**config.mk**
```make
export PLATFORM = sky130hd
export DESIGN_NAME = ads7950_spi_responder
export DESIGN_NICKNAME = d
export VERILOG_FILES = /design/src/rtl/ads7950_pkg.sv /design/src/rtl/spi_input_sync.sv /design/src/rtl/ads7950_spi_responder.sv
export SDC_FILE = /design/constraint.sdc
export NUM_CORES = 1
export LEC_CHECK = 0
export ABC_AREA = 1
export CORE_MARGIN = 2
export CORE_UTILIZATION = 46
export CTS_CLUSTER_SIZE = 14
export DETAILED_ROUTE_END_ITERATION = 12
export PLACE_DENSITY = 0.76
export SYNTH_ARGS = -nofsm -noshare
export SYNTH_HDL_FRONTEND = slang
export SYNTH_SLANG_ARGS = --single-unit
```
**constraint.sdc**
```tcl
create_clock -name clk -period 1.33 [get_ports clk]
set_input_delay 0.266 -clock clk [delete_from_list [all_inputs] [get_ports clk]]
set_output_delay 0.266 -clock clk [all_outputs]
set_load 0.03 [all_outputs]
```
**src/rtl/ads7950_pkg.sv**
```systemverilog
// Shared constants for the ADS7950 SPI responder: frame size, command
// field positions, mode codes and the frame FSM state type.
package ads7950_pkg;

   localparam int FRAME_BITS = 16;

   localparam logic [3:0] MODE_CONTINUE = 4'b0000;
   localparam logic [3:0] MODE_MANUAL   = 4'b0001;

   localparam int MODE_HI  = 15;
   localparam int MODE_LO  = 12;
   localparam int PROG_BIT = 11;
   localparam int CHAN_HI  = 10;
   localparam int CHAN_LO  = 7;

   typedef enum logic [1:0] {
      ST_IDLE,
      ST_SHIFT,
      ST_DONE,
      ST_ABORT
   } state_t;

endpackage

```
**src/rtl/spi_input_sync.sv**
```systemverilog
// Brings sclk/ss/mosi into the clk domain and flags sclk/ss edges.
// Edge strobes are combinational off the last sync flop; consumers register them.
module spi_input_sync #(
   parameter int SYNC_STAGES = 2
) (
   input  logic clk,
   input  logic rst,
   input  logic sclk,
   input  logic ss,
   input  logic mosi,
   output logic sclk_rise,
   output logic sclk_fall,
   output logic ss_fall,
   output logic ss_rise,
   output logic mosi_s
);

   logic [SYNC_STAGES-1:0] sclk_sync, ss_sync, mosi_sync;
   logic                   sclk_d, ss_d;

   // ss resets high so that leaving reset with the bus idle is not seen as a select
   always_ff @(posedge clk) begin
      if (rst) begin
         sclk_sync <= '0;
         ss_sync   <= '1;
         mosi_sync <= '0;
         sclk_d    <= 1'b0;
         ss_d      <= 1'b1;
      end else begin
         sclk_sync <= (sclk_sync << 1) | SYNC_STAGES'(sclk);
         ss_sync   <= (ss_sync   << 1) | SYNC_STAGES'(ss);
         mosi_sync <= (mosi_sync << 1) | SYNC_STAGES'(mosi);
         sclk_d    <= sclk_sync[SYNC_STAGES-1];
         ss_d      <= ss_sync[SYNC_STAGES-1];
      end
   end

   assign sclk_rise =  sclk_sync[SYNC_STAGES-1] & ~sclk_d;
   assign sclk_fall = ~sclk_sync[SYNC_STAGES-1] &  sclk_d;
   assign ss_fall   = ~ss_sync[SYNC_STAGES-1]   &  ss_d;
   assign ss_rise   =  ss_sync[SYNC_STAGES-1]   & ~ss_d;
   assign mosi_s    =  mosi_sync[SYNC_STAGES-1];

endmodule

```
**src/rtl/ads7950_spi_responder.sv**
```systemverilog
// ADS7950 manual-mode SPI slave model: decodes channel commands and returns
// channel-tagged 12-bit samples with the two-frame acquisition pipeline.
module ads7950_spi_responder #(
   parameter int NUM_CH      = 4,
   parameter int FRAME_BITS  = ads7950_pkg::FRAME_BITS,
   parameter int SYNC_STAGES = 2
) (
   input  logic                 clk,
   input  logic                 rst,
   input  logic                 sclk,
   input  logic                 ss,
   input  logic                 mosi,
   output logic                 miso,
   input  logic [NUM_CH*12-1:0] adc_data,
   output logic [15:0]          cmd_word,
   output logic                 cmd_valid,
   output logic                 frame_err,
   output logic [15:0]          frame_count
);
   import ads7950_pkg::*;

   localparam int CW = $clog2(FRAME_BITS + 1);
   localparam logic [CW-1:0] FULL = CW'(FRAME_BITS);

   logic          sclk_rise, sclk_fall, ss_fall, ss_rise, mosi_s;
   state_t        state;
   logic [15:0]   tx_shift, rx_shift;
   logic [CW-1:0] bit_cnt;
   logic [3:0]    pending_ch, acq_ch;

   spi_input_sync #(.SYNC_STAGES(SYNC_STAGES)) u_sync (
      .clk       (clk),
      .rst       (rst),
      .sclk      (sclk),
      .ss        (ss),
      .mosi      (mosi),
      .sclk_rise (sclk_rise),
      .sclk_fall (sclk_fall),
      .ss_fall   (ss_fall),
      .ss_rise   (ss_rise),
      .mosi_s    (mosi_s)
   );

   // Unimplemented channel addresses read back as zero
   function automatic logic [11:0] sample(input logic [3:0] ch,
                                          input logic [NUM_CH*12-1:0] d);
      sample = '0;
      for (int k = 0; k < NUM_CH; k++)
         if (ch == 4'(k)) sample = d[k*12 +: 12];
   endfunction

   always_ff @(posedge clk) begin
      if (rst) begin
         state       <= ST_IDLE;
         miso        <= 1'b0;
         cmd_word    <= '0;
         cmd_valid   <= 1'b0;
         frame_err   <= 1'b0;
         frame_count <= '0;
         pending_ch  <= '0;
         acq_ch      <= '0;
         tx_shift    <= '0;
         rx_shift    <= '0;
         bit_cnt     <= '0;
      end else begin
         cmd_valid <= 1'b0;
         frame_err <= 1'b0;
         case (state)
            ST_IDLE: begin
               // Return the channel acquired last frame; start acquiring the programmed one
               if (ss_fall) begin
                  tx_shift <= {acq_ch, sample(acq_ch, adc_data)};
                  miso     <= acq_ch[3];
                  acq_ch   <= pending_ch;
                  bit_cnt  <= '0;
                  state    <= ST_SHIFT;
               end
            end
            ST_SHIFT: begin
               if (ss_rise) begin
                  miso  <= 1'b0;
                  state <= (bit_cnt == FULL) ? ST_DONE : ST_ABORT;
               end else begin
                  if (sclk_rise && bit_cnt != FULL) begin
                     rx_shift <= {rx_shift[14:0], mosi_s};
                     bit_cnt  <= bit_cnt + 1'b1;
                  end
                  // Zero fill means miso reads 0 once all 16 bits have gone out
                  if (sclk_fall) begin
                     tx_shift <= {tx_shift[14:0], 1'b0};
                     miso     <= tx_shift[14];
                  end
               end
            end
            ST_DONE: begin
               cmd_word    <= rx_shift;
               cmd_valid   <= 1'b1;
               frame_count <= frame_count + 16'd1;
               if (rx_shift[MODE_HI:MODE_LO] == MODE_MANUAL && rx_shift[PROG_BIT])
                  pending_ch <= rx_shift[CHAN_HI:CHAN_LO];
               state <= ST_IDLE;
            end
            ST_ABORT: begin
               frame_err <= 1'b1;
               state     <= ST_IDLE;
            end
            default: state <= ST_IDLE;
         endcase
      end
   end

endmodule

```
==> flow_summary.toml, run 1 <==
[grt]
antenna_found_initial = 0
grt_overflow = 0
grt_pass1_wl_um = 18200
grt_max_degree = 40
grt_usage_pct = 21.9
grt_pass1_vias = 4227

[detailed_routing]
antenna_left = 0
first_iter_violations = 208
routed_via_density = 5.21
dr.pass1.iters = 4
vias = 4580
post_drt_wl_per_cell_um = 13.5
routed_wl_um = 11900
drc = 0

[cells_and_area]
syn_to_final_growth_pct = 43.7
drive_gt1_share_pct = 26.4
antennaDiodeCount = 0
final_net_count = 819

[pwr]
sequentialPowerShare_pct = 49.6
p_leak_nw = 2.58
p_switching_mw = 1.69
combPwrFrac_pct = 18.3
peakVddDrop_v = 0.000867
power.total_mw = 5.64
internal_power_mw = 3.95
netSwitchingFraction_pct = 29.9
p_clk_share_pct = 32.1
p_per_area_nw_per_um2 = 922

[logic_synthesis]
syn-cell-area_um2 = 4250
ys_ff_latch = 89
ys.flop_type = "dfxtp_1"
synth_area_leader_cell = "dfxtp_1"
synth_xor_area_share_pct = 0.206
synth_area_leaders = "dfxtp_1, nand2_1, nor2_1"
synth_cell_types = 33
synth-async-reset-ratio_pct = 0
synth_top_family_by_area = "simple AND/OR/NAND/NOR gates"
synth_top_cell_area_share_pct = 41.9
ys_seq_area_share_pct = 41.9
synth_edf_count = 0
synth_mux_area_share_pct = 0
synth-compound-area-share_pct = 11.8
syn_area_per_cell_um2 = 6.68
synthSimpleGateAreaFrac_pct = 35.6
yosysWarnings = 0
syn-num-nets = 693
synthAdderAreaFrac_pct = 0.882
syn_inst = 637

[timing]
fmax_mhz = 757
fin_worst_skew_ns = 0.0119
setup_violations = 0
period_minus_slack_ns = 1.32
final_max_slew_viol_count = 0
timing.final.crit_share_pct = 99.4
grt_setup_unrepaired = "true"
worst_pin_slew_ns = 0.378
finalHoldViolCount = 0
hold_slack_ns = 0.417
relSlewSlack_pct = 74.8

[status]
status = "completed"

[placement]
portBuffers = 87
dp_hpwl_um = 7750
place_congestion = 0.904

[die]
fp.dieArea_um2 = 10000
chipWidth_um = 100
initial_core_util_pct = 46.7
die_height_um = 100
io_pins = 88
core_um2 = 9110
rows = 35

[setup_path]
path_cells = "buf_4 -> nand2_4 -> nor2_4 -> nand2_1 -> nand2_1 -> inv_1 -> nand2_1 -> nand2_1 -> a21oi_2"
worst_setup_path_end_kind = "register"
crit_required_ns = 1.63
cp_max_fo = 5
cp_common_cell = "nand2_1"
crit_slowest_cell = "dfxtp_2"
critPathBufInv = 2
start_kind = "register"
arrival_ns = 1.62
critPathTopFamily = "simple AND/OR/NAND/NOR gates"
max_stage_delay_ns = 0.36
path_class = "register to register"

[clocking]
clock_latency_ns = 0.36
cts-root-buf = "clkbuf_8"
clockBufferDepth = 2
hold_buffers = 0
htree_levels = 3
cts_buffers = 9
clkSinkCount = 89
path_clk_slew_ns = 0.10
cts_tree = "yes"

[min_path]
hold_path.class = "register to register"

[run]
cap_violations = 0
## cell type report
cell class                      count  area (um^2)
Fill cell                         746         3000
Multi-Input combinational cell    458         2380
Sequential cell                    89         1820
Timing Repair Buffer              144         1330
Inverter                           61          249
Tap cell                          111          139
Clock buffer                        9          124
Clock inverter                      7         70.1
## cell families (layout without fill, tap and decap cells)
group,count (synthesis),count (layout)
buffers and inverters,93,221
XOR/XNOR,1,1
adder cells (fa/ha/maj),3,3
flip-flops,89,89
AND/OR/NAND/NOR,354,357
AO/OA/AOI/OAI,97,97
## through the flow
stage	cells	TNS, ns	instance area, um^2	setup WS [ns]	utilization [%]
2_1_floorplan	637	0	4280	0.00485	-
4_1_cts	861	-0.0192	5680	-0.0167	62.3
3_3_place_gp	841	-1.79	5380	-0.0930	59.1
3_5_place_dp	841	-4.02	5380	-0.199	59.1
5_1_grt	879	-1.18	6110	-0.110	67.1
6_report	879	0	6110	0.00824	67.1
## final timing paths
kind | startpoint | to | depth (start not counted) | slack, ns
max | acq_ch[1]$_SDFFE_PP0P_ | tx_shift[1]$_SDFFE_PP0P_ | 9 | 0.008
min | u_sync.sclk_sync[0]$_SDFF_PP0_ | u_sync.sclk_sync[1]$_SDFF_PP0_ | 2 | 0.42
max reg2reg | acq_ch[1]$_SDFFE_PP0P_ | tx_shift[1]$_SDFFE_PP0P_ | 9 | 0.008
min reg2reg | u_sync.sclk_sync[0]$_SDFF_PP0_ | u_sync.sclk_sync[1]$_SDFF_PP0_ | 2 | 0.42
## flip-flops by register name, summed over array words and instances, names as in the netlist, 4 cells and up
| register | cells |
|---|---|
| rx_shift | 16 |
| acq_ch | 4 |
| pending_ch | 4 |
| cmd_word | 16 |
| bit_cnt | 5 |
| frame_count | 16 |
| tx_shift | 15 |
## synthesized netlist by cell type (3+ instances only)
cell and instances:
nor2_2 3, nand3b_1 3, ha_1 3, nor2_1 127, buf_6 3, a21oi_1 37
o21ai_0 54, dfxtp_1 89, inv_1 56, nand3_1 50, nor4_1 4, buf_4 9
nor3_1 5, buf_2 6, nand4_1 6, clkbuf_1 13, nand2_1 144, inv_2 5
## worst min-delay path: cells and delay by family (launching register included)
family	cells	cell delay (ns)
and+or+nand+nor	1	0.03
DFF	1	0.31
buffers and inverters	1	0.04
## power groups by stage
stage                     logic (mW)  registers, mW  clock network [mW]
after floorplan                0.526           2.85                   0
after detailed placement       0.849           2.85                   0
after global placement         0.827           2.84                   0
final                           1.03           2.80                1.81
after CTS                      0.875           2.79                1.83
after global routing            1.14           2.80                1.94
## layer usage
| metal | global-route usage [%] | up-vias | routed length (um) |
|---|---|---|---|
| li1 | - | 2288 | - |
| met1 | 27.2 | 2116 | 4990 |
| met2 | 38.7 | 152 | 6040 |
| met3 | 3.55 | 24 | 598 |
| met4 | 7.38 | 0 | 267 |
| met5 | 0 | - | 0 |
## repair_timing
action,4_1_cts,5_1_grt
cloned,1,3
pin swaps,7,28
buffers inserted,3,15
gates resized for setup,60,120
setup endpoints to repair,52,52
## placed cells by master (no fill, tap or decap), types with 2 or more instances in the layout
cell type	count
dfxtp_2	11
nand3b_1	3
buf_4	62
clkdlybuf4s50_1	52
a21oi_1	32
inv_2	7
nor2_1	112
or2_2	2
ha_4	2
clkdlybuf4s15_2	8
inv_6	4
nand3_4	5
clkbuf_8	9
o21ai_1	13
nand2_1	136
nor3_1	4
buf_2	3
dfxtp_4	7
nor2_4	11
a21oi_2	6
nand2_4	5
buf_6	12
buf_12	3
nand4_1	6
inv_1	49
inv_8	2
nor2_2	10
o21ai_2	7
nand3_1	46
nor3_2	2
o21ai_0	34
nor4_2	4
nand3_2	3
inv_4	3
dfxtp_1	71
nand2_2	6
(Power assumes the default switching activity.)
==> inputs of run 2 (changes only) <==
Settings changed: CELL_PAD_IN_SITES_DETAIL_PLACEMENT set to 1, CELL_PAD_IN_SITES_GLOBAL_PLACEMENT set to 1, CORE_MARGIN 2 to 8, CORE_UTILIZATION 46 to 32, PLACE_DENSITY 0.76 to unset, PLACE_DENSITY_LB_ADDON set to 0.1.
==> run 2 against run 1 <==
  * The flow now finishes with violations (negative setup slack)
  * Clock skew down 0.0052 ns
  * Global-route usage down 4.9 points
  * Design area up 8.0%
  * Flip-flop and latch count unchanged
  * Critical path type unchanged
  * Clock-buffer cell count up 3
  * Maximum frequency down 2.2%
  * Highest routed layer unchanged
  * Non-clock buffer count up 12
==> flow_summary.toml, run 2 (synthesis gave the netlist of run 1 again) <==
[status]
status = "finished with violations"
violations = "negative setup slack"

[placement]
dpl_cell_area_um2 = 5540
place_congestion = 0.826
portBuffers = 87
dp_hpwl_um = 10700

[cells_and_area]
syn_to_final_growth_pct = 55.1
antennaDiodeCount = 0
final_common_cell = "nand2_1"
top_regs = "cmd_word (16), frame_count (16), rx_shift (16)"
n_fill_cell = 1620
final_area_um2 = 6600
final_net_count = 830
drive_gt1_share_pct = 29.5
final_cell_mix = "nand2_1, nor2_1, buf_4, dfxtp_1, clkdlybuf4s50_1"

[timing]
timing.final.crit_share_pct = 102
finalHoldViolCount = 0
worst_pin_slew_ns = 0.455
fin_worst_skew_ns = 0.00664
fmax_mhz = 740
fin_ws_ns = -0.0215
relSlewSlack_pct = 69.6
period_minus_slack_ns = 1.35
grt_setup_unrepaired = "true"
hold_slack_ns = 0.412
setup_violations = 4
final_max_slew_viol_count = 0

[setup_path]
critPathTopFamily = "simple AND/OR/NAND/NOR gates"
max_stage_delay_ns = 0.35
path_cells = "buf_6 -> inv_6 -> nor2_4 -> buf_12 -> nand3_1 -> nand2_1 -> nor2_1 -> nand2_1 -> nand2_1 -> a21oi_1"
worst_setup_path_end_kind = "register"
path_class = "register to register"
start_kind = "register"
cp_max_fo = 12
cp_common_cell = "nand2_1"
arrival_ns = 1.63
crit_required_ns = 1.61
crit_slowest_cell = "dfxtp_2"
critPathBufInv = 3

[detailed_routing]
drc = 0
routed_via_density = 4.81
vias = 4593
first_iter_violations = 206
routed_wl_um = 15500
post_drt_wl_per_cell_um = 16.2
antenna_left = 0
dr.pass1.iters = 4

[die]
core_um2 = 13100
fp.dieArea_um2 = 17200
die_height_um = 131
rows = 42
io_pins = 88
chipWidth_um = 131
initial_core_util_pct = 32.4

[clocking]
clock_latency_ns = 0.34
htree_levels = 3
clockBufferDepth = 2
clkSinkCount = 89
cts_tree = "yes"
cts-root-buf = "clkbuf_16"
path_clk_slew_ns = 0.06
cts_buffers = 9

[pwr]
netSwitchingFraction_pct = 26.7
peakVddDrop_v = 0.000814
p_switching_mw = 1.77
combPwrFrac_pct = 18.7
p_leak_nw = 2.74
p_clk_share_pct = 39.0
internal_power_mw = 4.86
sequentialPowerShare_pct = 42.4
power.total_mw = 6.62
p_per_area_nw_per_um2 = 1000

[grt]
grt_pass1_wl_um = 24200
grt_pass1_vias = 4825
antenna_found_initial = 0
grt_max_degree = 34
grt_usage_pct = 17.1
grt_overflow = 0

[min_path]
hold_path.class = "register to register"

[run]
cap_violations = 0
run 2: per-layer routing:
layer  track usage, %  share of wire [%]
met1             20.1                 44
met2             30.2                 51
met3             2.78                3.0
met4             6.83                1.6
met5                0                  0
run 2: tightest hold or removal path: stages (launching register included):
cell and delay (ns):
dfxtp_1 0.30, inv_1 0.04, nor2_1 0.03
run 2: final timing paths:
kind	startpoint	end	slack (ns)	cells past startpoint
worst max-delay path	acq_ch[0]$_SDFFE_PP0P_	tx_shift[10]$_SDFFE_PP0P_	-0.02	10
worst min-delay path	u_sync.mosi_sync[0]$_SDFF_PP0_	u_sync.mosi_sync[1]$_SDFF_PP0_	0.41	2
worst max register to register	acq_ch[0]$_SDFFE_PP0P_	tx_shift[10]$_SDFFE_PP0P_	-0.02	10
worst min register to register	u_sync.mosi_sync[0]$_SDFF_PP0_	u_sync.mosi_sync[1]$_SDFF_PP0_	0.41	2
run 2: power by group through the flow:
stage	Combinational (mW)	Sequential, mW	Clock [mW]
after detailed placement	0.939	2.85	0
final	1.24	2.81	2.58
after global placement	0.917	2.85	0
after floorplan	0.526	2.85	0
after global routing	1.35	2.82	2.76
after CTS	1.06	2.80	2.67
run 2: cell type report:
type                       count  area (um^2)  share of cell area (%)
multi-input combinational    457         2470                    37.4
sequential                    89         1830                    27.7
timing repair buffer         156         1540                    23.3
clock buffer                  12          246                    3.74
inverter                      61          246                    3.74
tap                          176          220                    3.34
clock inverter                 4         51.3                   0.777
run 2: timing repair:
| action | CTS | global route |
|---|---|---|
| buffers inserted | 8 | 13 |
| endpoints found under the setup margin | 53 | 54 |
| pin swaps | 9 | 33 |
| cloned | 3 | 2 |
| hold buffers | 0 | 0 |
| gates resized for setup | 74 | 111 |
run 2: metrics by stage:
stage	cells	TNS, ns	util (%)	worst slack (ns)
after global placement	913	-5.56	42.2	-0.276
after global routing	955	-2.02	50.2	-0.112
after detailed placement	913	-7.29	42.2	-0.329
after floorplan	637	0	-	0.00485
final	955	-0.0486	50.2	-0.0215
after CTS	940	-0.0536	46.5	-0.0188
==> inputs of run 3 (changes only) <==
Clock period 1.33 ns to 1.1 ns, I/O delays scaled along.
==> run 3 against run 2 <==
  * The flow still finishes with violations (negative setup slack)
  * Die area stayed put
  * Flip-flop and latch count stayed put
  * Clock power increased by 16%
  * Sequential share of layout area decreased by 2.7 points
  * Final cell count up 4.9%
  * Clock-buffer cell count is the same
  * Maximum frequency fell by 12%
  * Worst hold slack gained 0.012 ns
==> flow_summary.toml, run 3 (synthesis gave the netlist of run 1 again) <==
[status]
status = "finished with violations"
violations = "negative setup slack"

[detailed_routing]
routed_wl_um = 16300
dr.pass1.iters = 4
routed_via_density = 4.80
vias = 4813
first_iter_violations = 129
post_drt_wl_per_cell_um = 16.3
drc = 0
antenna_left = 0

[setup_path]
reg2reg_slack_ns = -0.44
startpoint = "state[0]$_SDFFE_PP0P_"
r2r_start = "state[0]$_SDFFE_PP0P_"
path_class = "register to register"
worst_setup_path_end_kind = "register"
arrival_ns = 1.80
start_kind = "register"
crit_required_ns = 1.36
cp_max_fo = 7

[placement]
portBuffers = 87
place_congestion = 0.762
dp_hpwl_um = 10500
dpl.cell_count = 947

[timing]
hold_slack_ns = 0.425
fin_worst_skew_ns = 0.00714
period_minus_slack_ns = 1.54
grt_setup_unrepaired = "true"
setup_violations = 86
fmax_mhz = 649
timing.final.crit_share_pct = 140
worst_pin_slew_ns = 0.420
final_max_slew_viol_count = 0
finalHoldViolCount = 0
setup_tns_ns = -16.30
relSlewSlack_pct = 71.9
fin_ws_ns = -0.441

[cells_and_area]
antennaDiodeCount = 0
syn_to_final_growth_pct = 75.1
final_cell_mix = "nand2_1, nor2_1, buf_4, dfxtp_1, clkdlybuf4s50_1"
final_common_cell = "nand2_1"
final_net_count = 878
drive_gt1_share_pct = 41.4
stdcell_count = 1002
top_regs = "cmd_word (16), frame_count (16), rx_shift (16)"

[min_path]
hold_path.startpoint = "u_sync.ss_sync[0]$_SDFF_PP1_"
hold_path.class = "register to register"

[run]
cap_violations = 0

[die]
initial_core_util_pct = 32.4
fp.dieArea_um2 = 17200
io_pins = 88
chipWidth_um = 131
core_um2 = 13100
rows = 42
die_height_um = 131

[clocking]
htree_levels = 3
cts_buffers = 9
path_clk_slew_ns = 0.07
clock_latency_ns = 0.34
cts-root-buf = "clkbuf_16"
hold_buffers = 0
cts_tree = "yes"
clockBufferDepth = 2
clkSinkCount = 89

[grt]
grt_pass1_vias = 4956
grt_max_degree = 48
grt_overflow = 0
grt_usage_pct = 16.4
antenna_found_initial = 0
grt_pass1_wl_um = 23900

[pwr]
peakVddDrop_v = 0.000836
p_per_area_nw_per_um2 = 1080
p_leak_nw = 3.13
-- run 3: cell type report --
class	instances	area (um^2)
fill	1594	5690
multi-input combinational	459	2790
timing repair buffer	202	2030
sequential	89	1860
clock buffer	12	268
inverter	61	259
tap	176	220
clock inverter	3	21.3
-- run 3: through the flow --
step                worst slack [ns]  util (%)  total power, mW  instance area [um^2]
CTS                           -0.225      51.1             7.73                  6710
floorplan                     -0.179         -             4.16                  4510
global route                  -0.509      56.7             8.43                  7450
finish                        -0.441      56.7             8.08                  7450
detailed placement            -0.333      45.6             4.67                  5990
global placement              -0.264      45.6             4.63                  5990
-- run 3: worst paths after layout --
| kind | cells past startpoint | to |
|---|---|---|
| max | 11 | tx_shift[11]$_SDFFE_PP0P_ |
| min | 1 | u_sync.ss_sync[1]$_SDFF_PP1_ |
| max reg2reg | 11 | tx_shift[11]$_SDFFE_PP0P_ |
| min reg2reg | 1 | u_sync.ss_sync[1]$_SDFF_PP1_ |
-- run 3: report_power, final --
part           switching, mW  total, mW  internal, mW
clock network           1.27       2.99          1.73
registers             0.0883       3.38          3.29
logic                  0.876       1.71         0.835
-- run 3: routing by layer --
layer  share of wire [%]  GRT usage (%)  wire length, um
met3                 2.6           3.43              428
met5                   0              0                0
met4                 1.1           3.64              175
met2                  54           30.2             8750
met1                  43           19.0             6930
-- run 3: repair_timing --
action | 4_1_cts | 5_1_grt
cloned | 0 | 5
pin swaps | 26 | 54
resized for setup | 81 | 143
setup buffers | 18 | 20
endpoints found under the setup margin | 92 | 97
-- run 3: worst max-delay path, stage by stage (launching register included) --
cell and delay, ns:
dfxtp_4 0.38, buf_12 0.13, nand2_8 0.08, buf_12 0.12, clkinv_8 0.04, o21ai_4 0.07
buf_6 0.13, buf_12 0.12, nand3_2 0.07, nand2_1 0.07, nand2_1 0.07, a21oi_1 0.17
